### src/rtl/pipe_chain_if.sv
// Handshake bundle for the stallable/flushable pipeline chain.
// master drives the stream and control bits, slave is the chain itself.
interface pipe_chain_if #(
    parameter int WIDTH  = 32,
    parameter int STAGES = 4,
    parameter int CW     = $clog2(STAGES + 1)
);
    logic              in_valid;
    logic              in_ready;
    logic [WIDTH-1:0]  in_data;
    logic [STAGES-1:0] stall;
    logic [STAGES-1:0] flush;
    logic              out_valid;
    logic              out_ready;
    logic [WIDTH-1:0]  out_data;
    logic [CW-1:0]     count;

    modport master (
        output in_valid, in_data, stall, flush, out_ready,
        input  in_ready, out_valid, out_data, count
    );

    modport slave (
        input  in_valid, in_data, stall, flush, out_ready,
        output in_ready, out_valid, out_data, count
    );
endinterface

### src/rtl/pipe_chain.sv
// Valid/ready register chain with per-stage stall and flush (kill).
// Ready ripples combinationally from out_ready so full chains stream.
module pipe_chain #(
    parameter int WIDTH  = 32,
    parameter int STAGES = 4,
    parameter int CW     = $clog2(STAGES + 1)
) (
    input logic         clk,
    input logic         rst,
    pipe_chain_if.slave bus
);
    logic [STAGES-1:0] valid;
    logic [STAGES-1:0] validNext;
    logic [STAGES-1:0] ready;
    logic [STAGES-1:0] depart;
    logic [STAGES-1:0] upValid;
    logic [WIDTH-1:0]  data   [STAGES];
    logic [WIDTH-1:0]  upData [STAGES];
    logic [CW-1:0]     countQ;
    logic [CW-1:0]     countNext;

    // Walk from the output back to stage 0 so each ready sees its successor.
    always_comb begin : readyChain
        logic rdyDown;
        rdyDown = bus.out_ready;
        depart  = '0;
        ready   = '0;
        for (int k = STAGES - 1; k >= 0; k--) begin
            depart[k] = valid[k] & ~bus.stall[k] & rdyDown;
            ready[k]  = ~bus.stall[k] & (~valid[k] | depart[k]);
            rdyDown   = ready[k];
        end
    end

    always_comb begin
        upValid    = '0;
        upValid[0] = bus.in_valid;
        upData[0]  = bus.in_data;
        for (int k = 1; k < STAGES; k++) begin
            upValid[k] = depart[k-1];
            upData[k]  = data[k-1];
        end
    end

    always_comb begin
        validNext = '0;
        countNext = '0;
        for (int k = 0; k < STAGES; k++) begin
            if (bus.flush[k]) begin
                validNext[k] = 1'b0;
            end else if (ready[k]) begin
                validNext[k] = upValid[k];
            end else begin
                validNext[k] = valid[k];
            end
            countNext = countNext + CW'(validNext[k]);
        end
    end

    always_ff @(posedge clk or posedge rst) begin
        if (rst) begin
            valid  <= '0;
            countQ <= '0;
            for (int k = 0; k < STAGES; k++) begin
                data[k] <= '0;
            end
        end else begin
            valid  <= validNext;
            countQ <= countNext;
            for (int k = 0; k < STAGES; k++) begin
                if (bus.flush[k]) begin
                    data[k] <= '0;
                end else if (ready[k]) begin
                    data[k] <= upData[k];
                end
            end
        end
    end

    assign bus.in_ready  = ready[0];
    assign bus.out_valid = valid[STAGES-1] & ~bus.stall[STAGES-1];
    assign bus.out_data  = data[STAGES-1];
    assign bus.count     = countQ;
endmodule

### src/flat_wrapper.sv
// flat-port wrapper written by rule: the top's interface ports become plain ports
module pipe_chain_flat 
#(
    parameter int WIDTH  = 32,
    parameter int STAGES = 4,
    parameter int CW     = $clog2(STAGES + 1)
)
  (clk, rst, bus_in_valid, bus_in_data, bus_stall, bus_flush, bus_out_ready, bus_in_ready, bus_out_valid, bus_out_data, bus_count);
  pipe_chain_if #(.WIDTH(WIDTH), .STAGES(STAGES), .CW(CW)) bus_i ();
  input logic clk;
  input logic rst;
  input wire logic [$bits(bus_i.in_valid)-1:0] bus_in_valid;
  input wire logic [$bits(bus_i.in_data)-1:0] bus_in_data;
  input wire logic [$bits(bus_i.stall)-1:0] bus_stall;
  input wire logic [$bits(bus_i.flush)-1:0] bus_flush;
  input wire logic [$bits(bus_i.out_ready)-1:0] bus_out_ready;
  output wire logic [$bits(bus_i.in_ready)-1:0] bus_in_ready;
  output wire logic [$bits(bus_i.out_valid)-1:0] bus_out_valid;
  output wire logic [$bits(bus_i.out_data)-1:0] bus_out_data;
  output wire logic [$bits(bus_i.count)-1:0] bus_count;
  assign bus_i.in_valid = bus_in_valid;
  assign bus_i.in_data = bus_in_data;
  assign bus_i.stall = bus_stall;
  assign bus_i.flush = bus_flush;
  assign bus_i.out_ready = bus_out_ready;
  assign bus_in_ready = bus_i.in_ready;
  assign bus_out_valid = bus_i.out_valid;
  assign bus_out_data = bus_i.out_data;
  assign bus_count = bus_i.count;
  pipe_chain #(.WIDTH(WIDTH), .STAGES(STAGES), .CW(CW)) u_core (.clk(clk), .rst(rst), .bus(bus_i));
endmodule
### config.mk
export PLATFORM = sky130hd
export DESIGN_NAME = pipe_chain_flat
export DESIGN_NICKNAME = d
export VERILOG_FILES = /design/src/rtl/pipe_chain_if.sv /design/src/rtl/pipe_chain.sv /design/src/flat_wrapper.sv
export SDC_FILE = /design/constraint.sdc
export NUM_CORES = 1
export LEC_CHECK = 0
export ABC_CLOCK_PERIOD_IN_PS = 5640
export BUFFER_PORTS_ARGS = -buffer_cell sky130_fd_sc_hd__buf_2
export CAP_MARGIN = 0
export CORE_MARGIN = 8
export CORE_UTILIZATION = 55
export DETAILED_ROUTE_END_ITERATION = 7
export PLACE_DENSITY = 0.81
export SYNTH_ARGS = -nofsm -noshare
export SYNTH_HDL_FRONTEND = slang
export SYNTH_SLANG_ARGS = --single-unit
### constraint.sdc
create_clock -name clk -period 5.64 [get_ports clk]
set_clock_uncertainty 0.1 [all_clocks]
set_input_delay 1.128 -clock clk [delete_from_list [all_inputs] [get_ports clk]]
set_output_delay 1.128 -clock clk [all_outputs]
set_load 0.03 [all_outputs]
== After elaboration in Yosys (flattened, before gate mapping) ==
Cells that the tools add are included.
Word-level totals
  flip-flop bits (word level): 135
  bits of input ports: 44
  output and inout bits: 37
  logic and storage cells: 53
Cells by class
  add/subtract/negate cells: 3
  multiplexer cells: 16
  bitwise operators: 24
  reductions and logical operators: 4
Operators with widths (number)
  two-way mux 32 bit: 8
  bitwise AND 1 bit: 12
  two-way mux 1 bit: 8
  inverter 1 bit: 8
  nonzero test 2 bit: 4
  adder 3 x 1 -> 3 bit: 2
  bitwise OR 1 bit: 4
  adder 1 x 1 -> 2 bit: 1

== Depth between registers and ports, before layout ==
  depth in word-level cells: 19
  depth in mapped cells: 9
  gate-level depth less buffers: 7

== Worst setup path after synthesis ==
OpenSTA, ideal clock, no wires.
  path kind: input-to-output
  start point: input bus_out_ready
  end point: output bus_in_ready
  arrival time: 2009 ps
  required time: 4412 ps
  slack: 2403 ps
  stages: 5
  path buffers: 2
  path through: nand2b_1 -> nand2b_1 -> buf_6 -> a41oi_4 -> buf_8
Between the ends
  word-level cells in the longest chain between the ends: 12
Ends and longest elaborated chain
  from (decl): line flat_wrapper.sv:16  | input wire logic [$bits(bus_i.out_ready)-1:0] bus_out_ready;
  bitwise AND 1 bit: line pipe_chain.sv:29  | depart[k] = valid[k] & ~bus.stall[k] & rdyDown;
  bitwise OR 1 bit: line pipe_chain.sv:30  | ready[k] = ~bus.stall[k] & (~valid[k] | depart[k]);
  bitwise AND 1 bit: line pipe_chain.sv:30
  bitwise AND 1 bit: line pipe_chain.sv:29
  bitwise OR 1 bit: line pipe_chain.sv:30
  bitwise AND 1 bit: line pipe_chain.sv:30
  bitwise AND 1 bit: line pipe_chain.sv:29
  bitwise OR 1 bit: line pipe_chain.sv:30
  bitwise AND 1 bit: line pipe_chain.sv:30
  bitwise AND 1 bit: line pipe_chain.sv:29
  bitwise OR 1 bit: line pipe_chain.sv:30
  bitwise AND 1 bit: line pipe_chain.sv:30
  to (decl): line flat_wrapper.sv:17  | output wire logic [$bits(bus_i.in_ready)-1:0] bus_in_ready;
Every way passes these cells.

== Worst setup path in the final report ==
Same ends and word-level chain as after synthesis.

==> impl_metrics.tcl <==
set metrics [dict create \
    outcome "complete, no violations" \
    endpoint_kind "output port" \
    post_route_cells_drive_above_1_share_pct 18.0 \
    stdcell_count 812 \
    timing.final.crit_period_ps 3690 \
    rsz0062_at_grt "no" \
    first_pass_iters 4 \
    setup_violations 0 \
    viasPerCell 5.11 \
    drt_iter0_drc 327 \
    antenna_left 0 \
    ff2ff_setup_slack_ps 3000 \
    synth_area_um2 6630 \
    power_leakage_nw 3.52 \
    max-cap-violations 0 \
    worst_ep_required_time_ps 4410 \
    postSynthCellCount 623 \
    dieArea_um2 15800 \
    cts_max_path_buffers 2 \
    whs_endpoint "u_core.bus.out_data[22]$_DFFE_PP0P_" \
    start_kind "input pin" \
    die_x_um 126 \
    synth_nets 670 \
    min_path_type "flop to flop" \
    clk_pin_slew_ps 50 \
    clk_latency_ps 410 \
    cts_tree "built" \
    r2r-start "u_core.valid[3]$_DFF_PP0_" \
    num_vias 4150 \
    gp_congestion 0.741 \
    crit_start "bus_out_ready" \
    cts_hold_buffers 0 \
    cts_num_sinks 135 \
    synth.avg_cell_area_um2 10.6 \
    yosys_warnings 0 \
    ys_ff_latch 135 \
    grt_usage_pct 16.6 \
    placed_cell_area_um2 6810 \
    crit_path_max_fanout 26 \
    grt_max_degree 96 \
    port_buffers 80 \
    dp_hpwl_um 8380 \
    wl_um 12600 \
    core_area_um2 11900 \
    initial_core_util_pct 55.7 \
    antenna_found_initial 0 \
    ys_types 24 \
    drc 0 \
    cp.arrival_ps 2460 \
    wire_per_inst_um 15.6 \
    nets 701 \
    post_cts_buffers 0 \
    hold_viol_final 0 \
    synth_seq_area_share_pct 50.9 \
    holdPathStages 2 \
    grt_pass1_wl_um 21700 \
    syn2layout_area_growth_pct 11.7 \
    tns_ps 0 \
    final_area_um2 7410 \
    cellPowerDensity_nw_per_um2 310 \
    ir_worst_vdd_mv 0.162 \
    place_inst 782 \
    fin_crit_sh_pct 65.4 \
    worst_r2r_endpoint "u_core.bus.count[1]$_DFF_PP0_" \
    numCtsBuffers 17 \
    finalMaxSlewViolations 0 \
    diodes 0 \
    rows 40 \
    ios 81 \
    worst_pin_slew_ps 1280 \
    critPathKind "input pin to output port" \
    cts_root_buf "clkbuf_16" \
    cts-htree-levels 4 \
    overflow 0 \
    max_freq_mhz 271 \
    die_y_um 126 \
    maxSlewHeadroom_pct 14.8 \
    ctsResizeCount 0 \
    ff2ff_path_depth 7 \
    hp-start "u_core.bus.out_data[22]$_DFFE_PP0P_" \
    grt_pass1_vias 4324 \
]
cell families after synthesis:
family                     after synthesis  share of synthesized area [%]
DFF                                    135                           50.9
muxes                                   97                           14.6
and+or+nand+nor                        270                           22.9
buffers and inverters                   75                           7.02
AOI/OAI and AO/OA                       43                           3.83
adders and majority gates                3                          0.679
synth_stat cells:
| cell | number | area share, % |
|---|---|---|
| or3b_2 | 1 | 0.13 |
| nor2b_1 | 1 | 0.094 |
| nand2b_1 | 196 | 18 |
| clkbuf_1 | 31 | 1.8 |
| a211oi_1 | 1 | 0.11 |
| buf_4 | 38 | 4.3 |
| nor2_2 | 1 | 0.094 |
| a41oi_4 | 1 | 0.42 |
| nor3b_1 | 1 | 0.11 |
| nand3_1 | 1 | 0.075 |
| o31ai_1 | 1 | 0.11 |
| ha_1 | 2 | 0.38 |
| a21oi_1 | 37 | 2.8 |
| nand2_1 | 66 | 3.7 |
| nor2_1 | 3 | 0.17 |
| buf_8 | 3 | 0.68 |
| fa_1 | 1 | 0.30 |
| o21ai_0 | 1 | 0.075 |
| inv_1 | 2 | 0.11 |
| mux2i_1 | 97 | 15 |
| buf_6 | 1 | 0.17 |
| a21oi_4 | 1 | 0.25 |
| dfrtp_1 | 135 | 51 |
| o21ai_1 | 1 | 0.075 |
power breakdown:
part	internal [mW]	total [mW]	leakage [nW]	switching (mW)
Combinational	0.0728	0.170	1.38	0.0976
Clock	0.722	1.11	0.291	0.384
Sequential	0.999	1.02	1.85	0.0186
metal layers:
metal | vias to the layer above | wire [µm] | track usage, %
li1 | 2032 | - | -
met1 | 2015 | 6390 | 23.5
met2 | 97 | 5620 | 24.3
met3 | 6 | 533 | 4.56
met4 | 0 | 93 | 5.31
met5 | - | 0 | 0
cell usage in the layout (no fill, tap or decap):
| cell | instances |
|---|---|
| nand2b_1 | 196 |
| dfrtp_1 | 135 |
| mux2i_1 | 97 |
| buf_2 | 80 |
| nand2_1 | 66 |
| a21oi_1 | 36 |
| clkbuf_16 | 17 |
| buf_4 | 5 |
| clkinv_2 | 4 |
| nor2_1 | 3 |
| bufinv_16 | 3 |
| clkbuf_8 | 3 |
| ha_1 | 2 |
| clkinvlp_4 | 2 |
| nand3_1 | 1 |
| a41oi_4 | 1 |
| o21ai_1 | 1 |
| nor2_4 | 1 |
| a21oi_4 | 1 |
| nor3b_1 | 1 |
| a211oi_1 | 1 |
| inv_1 | 1 |
| o21ai_0 | 1 |
| or3b_2 | 1 |
| o31ai_1 | 1 |
| nor2b_1 | 1 |
| inv_6 | 1 |
| a21oi_2 | 1 |
| fa_1 | 1 |
| clkbuf_1 | 1 |
state kept, by name (all words and copies together), names as in the netlist:
| signal | cells |
|---|---|
| u_core.valid | 4 |
| u_core.data | 96 |
| u_core.bus.count | 3 |
| u_core.bus.out_data | 32 |
cell type report:
cell class,instances,area [µm²]
clock buffer,21,470
sequential,135,3380
fill,945,4510
clock inverter,9,125
tap,147,184
inverter,2,12.5
timing repair buffer,85,438
multi-input combinational,413,2800
worst max path at each step:
stage                                    end
4_1_cts                         bus_in_ready
2_1_floorplan  u_core.bus.count[0]$_DFF_PP0_
3_3_place_gp                    bus_in_ready
6_report                        bus_in_ready
5_1_grt                         bus_in_ready
3_5_place_dp                    bus_in_ready
metrics by stage:
step / total power [mW] / hold slack [ps] / setup WS (ps) / utilization [%]
2_1_floorplan: 1.17 / 398 / 801 / -
3_3_place_gp: 1.20 / 411 / 1970 / 57.2
3_5_place_dp: 1.21 / 417 / 1940 / 57.2
4_1_cts: 2.31 / 424 / 1930 / 62.2
5_1_grt: 2.37 / 442 / 1850 / 62.2
6_report: 2.29 / 421 / 1950 / 62.2
critical path, stage by stage:
cell,delay [ps]
buf_2,100
nand2b_1,160
nand2b_1,300
buf_4,350
a41oi_4,190
buf_2,220
(Power assumes the default switching activity.)
